--- config.mk ---
export PLATFORM = sky130hd
export DESIGN_NAME = set_button_conditioner_flat
export DESIGN_NICKNAME = d
export VERILOG_FILES = /design/src/rtl/set_button_conditioner_if.sv /design/src/rtl/set_button_conditioner.sv /design/src/flat_wrapper.sv
export SDC_FILE = /design/constraint.sdc
export NUM_CORES = 1
export LEC_CHECK = 0
export BUFFER_PORTS_ARGS = -buffer_cell sky130_fd_sc_hd__buf_4
export CORE_AREA = 2 2 222 137
export DETAILED_ROUTE_END_ITERATION = 12
export DIE_AREA = 0 0 224 139
export GPL_ROUTABILITY_DRIVEN = 0
export PLACE_DENSITY = 0.68
export SLEW_MARGIN = 20
export SYNTH_ARGS = -nofsm -noshare
export SYNTH_HDL_FRONTEND = slang
export SYNTH_SLANG_ARGS = --single-unit
--- constraint.sdc ---
create_clock -name clk -period 3.1 [get_ports clk]
set_input_delay 0.93 -clock clk [delete_from_list [all_inputs] [get_ports clk]]
set_output_delay 0.93 -clock clk [all_outputs]
set_load 0.01 [all_outputs]
--- src/rtl/set_button_conditioner_if.sv ---
// Signal bundle between the raw SET push-buttons and their conditioner.
// The conditioner sits on the slave side; whoever drives the pins is master.
interface set_button_conditioner_if #(
    parameter int NUM_BTN = 5
);
    logic [NUM_BTN-1:0] btn_raw;
    logic               repeat_en;
    logic [NUM_BTN-1:0] btn_level;
    logic [NUM_BTN-1:0] btn_press;
    logic [NUM_BTN-1:0] btn_event;

    modport master (
        output btn_raw,
        output repeat_en,
        input  btn_level,
        input  btn_press,
        input  btn_event
    );

    modport slave (
        input  btn_raw,
        input  repeat_en,
        output btn_level,
        output btn_press,
        output btn_event
    );
endinterface

--- src/rtl/set_button_conditioner.sv ---
// Per-channel synchronizer, debouncer and press / auto-repeat pulse generator
// for the alarm-clock SET buttons. All outputs are registered.
module set_button_conditioner #(
    parameter int NUM_BTN         = 5,
    parameter bit ACTIVE_LOW      = 1'b1,
    parameter int DEBOUNCE_CYCLES = 1000000,
    parameter int REPEAT_DELAY    = 25000000,
    parameter int REPEAT_PERIOD   = 10000000
) (
    input  logic                      clk,
    input  logic                      reset_n,
    set_button_conditioner_if.slave   btn_if
);

    localparam int DW   = (DEBOUNCE_CYCLES > 1) ? $clog2(DEBOUNCE_CYCLES) : 1;
    localparam int RMAX = (REPEAT_DELAY > REPEAT_PERIOD) ? REPEAT_DELAY : REPEAT_PERIOD;
    localparam int RW   = (RMAX > 1) ? $clog2(RMAX) : 1;

    localparam logic [DW-1:0]      DCNT_LAST   = DW'(DEBOUNCE_CYCLES - 1);
    localparam logic [RW-1:0]      DELAY_LAST  = RW'(REPEAT_DELAY - 1);
    localparam logic [RW-1:0]      PERIOD_LAST = RW'(REPEAT_PERIOD - 1);
    localparam logic [NUM_BTN-1:0] IDLE_LEVEL  = {NUM_BTN{ACTIVE_LOW}};

    typedef enum logic [1:0] {
        ST_IDLE,
        ST_HOLD,
        ST_REPEAT
    } rpt_state_t;

    logic [NUM_BTN-1:0] sync1_reg;
    logic [NUM_BTN-1:0] sync2_reg;
    logic [NUM_BTN-1:0] s;
    logic [NUM_BTN-1:0] level_vec;
    logic [NUM_BTN-1:0] press_vec;
    logic [NUM_BTN-1:0] event_vec;

    // Synchronizers rest at the released pin level so reset never looks like a press.
    always_ff @(posedge clk or negedge reset_n) begin
        if (!reset_n) begin
            sync1_reg <= IDLE_LEVEL;
            sync2_reg <= IDLE_LEVEL;
        end else begin
            sync1_reg <= btn_if.btn_raw;
            sync2_reg <= sync1_reg;
        end
    end

    assign s = sync2_reg ^ IDLE_LEVEL;

    generate
        for (genvar gi = 0; gi < NUM_BTN; gi++) begin : g_chan
            logic [DW-1:0] dcnt_reg;
            logic [DW-1:0] dcnt_next;
            logic          level_reg;
            logic          level_next;
            logic          press_reg;
            logic          press_next;
            logic          event_reg;
            logic          event_next;
            logic [RW-1:0] rcnt_reg;
            logic [RW-1:0] rcnt_next;
            rpt_state_t    state_reg;
            rpt_state_t    state_next;
            logic          rise;
            logic          fall;

            always_comb begin
                dcnt_next  = '0;
                level_next = level_reg;
                rise       = 1'b0;
                fall       = 1'b0;
                if (s[gi] != level_reg) begin
                    if (dcnt_reg == DCNT_LAST) begin
                        level_next = s[gi];
                        rise       = s[gi];
                        fall       = ~s[gi];
                    end else begin
                        dcnt_next = dcnt_reg + 1'b1;
                    end
                end
            end

            // A release accepted on this edge counts as released, so it
            // suppresses a repeat pulse that would otherwise fire now.
            always_comb begin
                state_next = state_reg;
                rcnt_next  = rcnt_reg;
                event_next = 1'b0;
                press_next = rise;
                case (state_reg)
                    ST_IDLE: begin
                        if (rise) begin
                            state_next = ST_HOLD;
                            rcnt_next  = '0;
                            event_next = 1'b1;
                        end
                    end
                    ST_HOLD: begin
                        if (!level_reg || fall) begin
                            state_next = ST_IDLE;
                            rcnt_next  = '0;
                        end else if (!btn_if.repeat_en) begin
                            rcnt_next = '0;
                        end else if (rcnt_reg == DELAY_LAST) begin
                            state_next = ST_REPEAT;
                            rcnt_next  = '0;
                            event_next = 1'b1;
                        end else begin
                            rcnt_next = rcnt_reg + 1'b1;
                        end
                    end
                    ST_REPEAT: begin
                        // Dropping repeat_en parks the channel until a fresh press.
                        if (!level_reg || fall || !btn_if.repeat_en) begin
                            state_next = ST_IDLE;
                            rcnt_next  = '0;
                        end else if (rcnt_reg == PERIOD_LAST) begin
                            rcnt_next  = '0;
                            event_next = 1'b1;
                        end else begin
                            rcnt_next = rcnt_reg + 1'b1;
                        end
                    end
                    default: begin
                        state_next = ST_IDLE;
                        rcnt_next  = '0;
                    end
                endcase
            end

            always_ff @(posedge clk or negedge reset_n) begin
                if (!reset_n) begin
                    dcnt_reg  <= '0;
                    level_reg <= 1'b0;
                    press_reg <= 1'b0;
                    event_reg <= 1'b0;
                    rcnt_reg  <= '0;
                    state_reg <= ST_IDLE;
                end else begin
                    dcnt_reg  <= dcnt_next;
                    level_reg <= level_next;
                    press_reg <= press_next;
                    event_reg <= event_next;
                    rcnt_reg  <= rcnt_next;
                    state_reg <= state_next;
                end
            end

            assign level_vec[gi] = level_reg;
            assign press_vec[gi] = press_reg;
            assign event_vec[gi] = event_reg;
        end
    endgenerate

    assign btn_if.btn_level = level_vec;
    assign btn_if.btn_press = press_vec;
    assign btn_if.btn_event = event_vec;

endmodule
--- src/flat_wrapper.sv ---
// flat-port wrapper written by rule: the top's interface ports become plain ports
module set_button_conditioner_flat 
#(
    parameter int NUM_BTN         = 5,
    parameter bit ACTIVE_LOW      = 1'b1,
    parameter int DEBOUNCE_CYCLES = 1000000,
    parameter int REPEAT_DELAY    = 25000000,
    parameter int REPEAT_PERIOD   = 10000000
)
  (clk, reset_n, btn_if_btn_raw, btn_if_repeat_en, btn_if_btn_level, btn_if_btn_press, btn_if_btn_event);
  set_button_conditioner_if #(.NUM_BTN(NUM_BTN)) btn_if_i ();
  input  logic clk;
  input  logic reset_n;
  input wire logic [$bits(btn_if_i.btn_raw)-1:0] btn_if_btn_raw;
  input wire logic [$bits(btn_if_i.repeat_en)-1:0] btn_if_repeat_en;
  output wire logic [$bits(btn_if_i.btn_level)-1:0] btn_if_btn_level;
  output wire logic [$bits(btn_if_i.btn_press)-1:0] btn_if_btn_press;
  output wire logic [$bits(btn_if_i.btn_event)-1:0] btn_if_btn_event;
  assign btn_if_i.btn_raw = btn_if_btn_raw;
  assign btn_if_i.repeat_en = btn_if_repeat_en;
  assign btn_if_btn_level = btn_if_i.btn_level;
  assign btn_if_btn_press = btn_if_i.btn_press;
  assign btn_if_btn_event = btn_if_i.btn_event;
  set_button_conditioner #(.NUM_BTN(NUM_BTN), .ACTIVE_LOW(ACTIVE_LOW), .DEBOUNCE_CYCLES(DEBOUNCE_CYCLES), .REPEAT_DELAY(REPEAT_DELAY), .REPEAT_PERIOD(REPEAT_PERIOD)) u_core (.clk(clk), .reset_n(reset_n), .btn_if(btn_if_i));
endmodule
==> impl_results.rst <==
.. list-table::
   :header-rows: 1

   * - Metric
     - Value
   * - Result of the run
     - completed
   * - Syn Inst Count
     - 1572
   * - Synth Flop Type
     - sky130_fd_sc_hd__dfrtp_1
   * - Clock insertion delay at the later pin of the skew report
     - 0.55 ns
   * - Proportion of synthesized chip area in sequential cells
     - 45.5%
   * - Worst Path Arrival
     - 3.23 ns
   * - Remaining number of nets flagged by the antenna check after routing
     - 0
   * - Cts bufs inserted
     - 26
   * - Cells along the critical path
     - or4b_2 -> or4_1 -> o21ai_0 -> a21oi_1 -> nand2_1 -> buf_12 -> o311ai_0
   * - Number of failing setup endpoints in the final timing report
     - 0
   * - Reg clk slew, reported paths
     - 0.07 ns
   * - Post-synthesis area per instance
     - 9.11 um2
   * - Most frequent standard cell in the layout excluding fill and tap cells
     - sky130_fd_sc_hd__dfrtp_1
   * - Ratio of total power to cell area
     - 442 nW/um2
   * - Peak fanout along the critical path
     - 15
   * - Number of synthesized flops with an enable pin
     - 0
   * - Dominant delay contributor by cell family on the critical path
     - simple AND/OR/NAND/NOR gates
   * - Pin count of the biggest net entering global routing
     - 60
   * - Number of top-level pins
     - 23
   * - Final TNS setup
     - 0 ns
   * - Share of synthesized flip-flops with an asynchronous set or reset
     - 100%
   * - Worst max-slew margin expressed relative to the limit
     - 39.1%
   * - Logic depth of the worst setup path including buffers
     - 7
   * - Layout-stage area growth over the synthesis result
     - 11.9%
   * - Leading cell types in the layout, fill and taps excluded
     - sky130_fd_sc_hd__dfrtp_1 (250), sky130_fd_sc_hd__nor2_1 (189), sky130_fd_sc_hd__nand2_1 (148)
   * - Maximum buffer depth of the clock tree
     - 3
   * - Data required time of the critical path
     - 3.49 ns
   * - Global-route wire length before repair
     - 55900 um
   * - Post-synthesis instance area
     - 14300 um2
   * - Syn_nets
     - 1610
   * - Slowest-stage cell, CP
     - sky130_fd_sc_hd__or4b_2
   * - Total DRC errors in the routed layout
     - 0
   * - CORE AREA
     - 29200 um2
   * - Buffer count from post-CTS setup fixing
     - 0
   * - Post-detailed-route wirelength per cell
     - 16.3 um
   * - Number of DRC markers in iteration 0
     - 1116
   * - Path type of the worst min-delay path
     - input pin to async pin
   * - Initial antenna violation count
     - 0
   * - Final-stage net count
     - 1643
   * - Number of global-route vias before repair
     - 11100
   * - Sequential cell area
     - 6520 um2
   * - TritonCTS clock tree
     - yes
   * - Tmin final
     - 2.84 ns
   * - Final Hold Vio Count
     - 0
   * - Vias
     - 11900
   * - CTS hold repair buffers
     - 0
   * - Wire length after detailed routing
     - 32700 um
   * - H-tree Lvls
     - 1
   * - Die area
     - 31100 um2
   * - Share of layout cells above drive strength 1
     - 9.17%
   * - RR Startpoint
     - u_core.g_chan[0].rcnt_reg[13]$_DFFE_PN0P_
   * - WS Path Type
     - register to register
   * - YS warnings
     - 0
   * - RSZ-0062 raised after global routing
     - no
   * - Peak supply drop
     - 0.000393 V
   * - Number of cells traversed by the worst register-to-register path
     - 7
   * - Count of distinct cell types in the synthesized netlist
     - 74
   * - Highest achievable clock rate
     - 352 MHz
   * - CP startpoint kind
     - register
   * - Power consumption
     - 7.08 mW
   * - Total of fill cells in the finished design
     - 2578
   * - Row Count
     - 49
   * - Final Max Slew Viols
     - 0
   * - Synth Register Bits
     - 260
   * - Number of clock sinks seen by CTS
     - 260
   * - Nature of the critical path endpoint
     - register
   * - Average vias per placed instance
     - 5.94
   * - Largest stage delay on the critical path
     - 0.66 ns
   * - CP Buf/Inv Count
     - 1
   * - Leak pwr
     - 6.55 nW
   * - Launching element of the worst setup path
     - u_core.g_chan[0].rcnt_reg[13]$_DFFE_PN0P_
   * - Max reg flops
     - 125
   * - Global-route usage over all layers
     - 21.2%
   * - Detailed Routing Iterations Pass 1
     - 5
   * - Effective utilization at floorplan
     - 49.0%
   * - Combined area of the multi-input logic cells
     - 7300 um2
   * - HPWL after DPL
     - 22700 um
   * - Actual slew at the worst max-slew pin
     - 0.914 ns
   * - Root buffer selected by CTS
     - sky130_fd_sc_hd__clkbuf_16
   * - Overflow after GRT
     - 0
   * - I/O Buffers
     - 22
   * - Diodes inserted
     - 0
   * - Number of violations of the max-capacitance limit
     - 0
   * - Vertical die dimension
     - 139 um
   * - Setup clock skew after layout
     - 0.0203 ns
   * - Final critical-path share of the clock period
     - 91.7%
   * - Width of the die
     - 224 um
[worst register-to-register path, delay by kind of cell (launching register included)]
family	cells	cell delay, ns
AO/OA/AOI/OAI	3	0.61
flip-flops	1	0.42
buffers and inverters	1	0.19
AND/OR/NAND/NOR	3	1.47
[logic make-up (layout without fill, tap and decap cells)]
family,after synthesis,after routing,synth area share (%)
XOR/XNOR,107,107,6.54
AO/OA/AOI/OAI,289,289,14.2
flip-flops,260,260,45.5
adder cells (fa/ha/maj),30,30,2.62
multiplexers,3,3,0.227
AND/OR/NAND/NOR,761,761,27.3
buffers and inverters,122,175,3.62
[metal layers]
metal / global-route usage, % / wire length [um]
met5: 0 / 0
met4: 3.86 / 477
met3: 3.33 / 1530
met2: 30.4 / 13600
met1: 33.7 / 17100
[stage by stage]
step	instance area [um2]	hold WS [ns]	instances	setup slack, ns	utilization (%)
floorplan	14300	0.345	1572	0.366	-
global placement	15100	0.346	1959	0.347	51.6
detailed placement	15100	0.347	1959	0.243	51.6
CTS	16000	0.263	2007	0.228	54.8
global route	16000	0.285	2007	0.0999	54.8
finish	16000	0.279	2007	0.259	54.8
[area by class of cell]
cell class	count	share of cell area, %
multi-input combinational	1190	45.5
sequential	260	40.6
clock buffer	37	4.70
timing repair buffer	69	3.59
tap	382	2.98
inverter	58	1.36
clock inverter	11	1.22
[report_power, final]
part           switching, mW  total (mW)  internal [mW]
logic                  0.114       0.154         0.0398
registers             0.0244        3.44           3.42
clock network           1.37        3.48           2.12
[path summary, 6_finish.rpt]
path	endpoint	slack, ns
worst max-delay path	u_core.g_chan[0].rcnt_reg[5]$_DFFE_PN0P_	0.26
worst min-delay path	u_core.g_chan[2].rcnt_reg[6]$_DFFE_PN0N_	0.28
worst max register to register	u_core.g_chan[0].rcnt_reg[5]$_DFFE_PN0P_	0.26
worst min register to register	u_core.sync2_reg[0]$_DFF_PN1_	0.36
max in group asynchronous	u_core.sync2_reg[1]$_DFF_PN1_	2.04
min in group clk	u_core.sync2_reg[0]$_DFF_PN1_	0.36
[cell usage after synthesis, types with 16 or more instances]
cell / instances / area (um2)
sky130_fd_sc_hd__a21oi_1: 44 / 220
sky130_fd_sc_hd__nand2_1: 148 / 556
sky130_fd_sc_hd__and2_1: 16 / 100
sky130_fd_sc_hd__a22o_1: 21 / 184
sky130_fd_sc_hd__or4_1: 18 / 135
sky130_fd_sc_hd__clkbuf_1: 45 / 169
sky130_fd_sc_hd__or3_1: 30 / 188
sky130_fd_sc_hd__dfrtp_1: 250 / 6260
sky130_fd_sc_hd__inv_1: 58 / 218
sky130_fd_sc_hd__nor3_1: 38 / 190
sky130_fd_sc_hd__nand4_1: 61 / 382
sky130_fd_sc_hd__xor2_1: 69 / 604
sky130_fd_sc_hd__nor2_1: 189 / 709
sky130_fd_sc_hd__o31ai_1: 18 / 135
sky130_fd_sc_hd__xnor2_1: 38 / 333
sky130_fd_sc_hd__nand3_1: 115 / 576
sky130_fd_sc_hd__and3_1: 24 / 150
sky130_fd_sc_hd__ha_1: 30 / 375
sky130_fd_sc_hd__nor4_1: 33 / 206
sky130_fd_sc_hd__o21ai_0: 81 / 405
[repair_timing]
| action | in CTS | in global routing |
|---|---|---|
| setup endpoints to repair | 0 | 1 |
| hold endpoints to repair | 0 | 0 |
| gates resized for setup | 0 | 1 |
No activity file was read; power rests on OpenSTA's default activity.
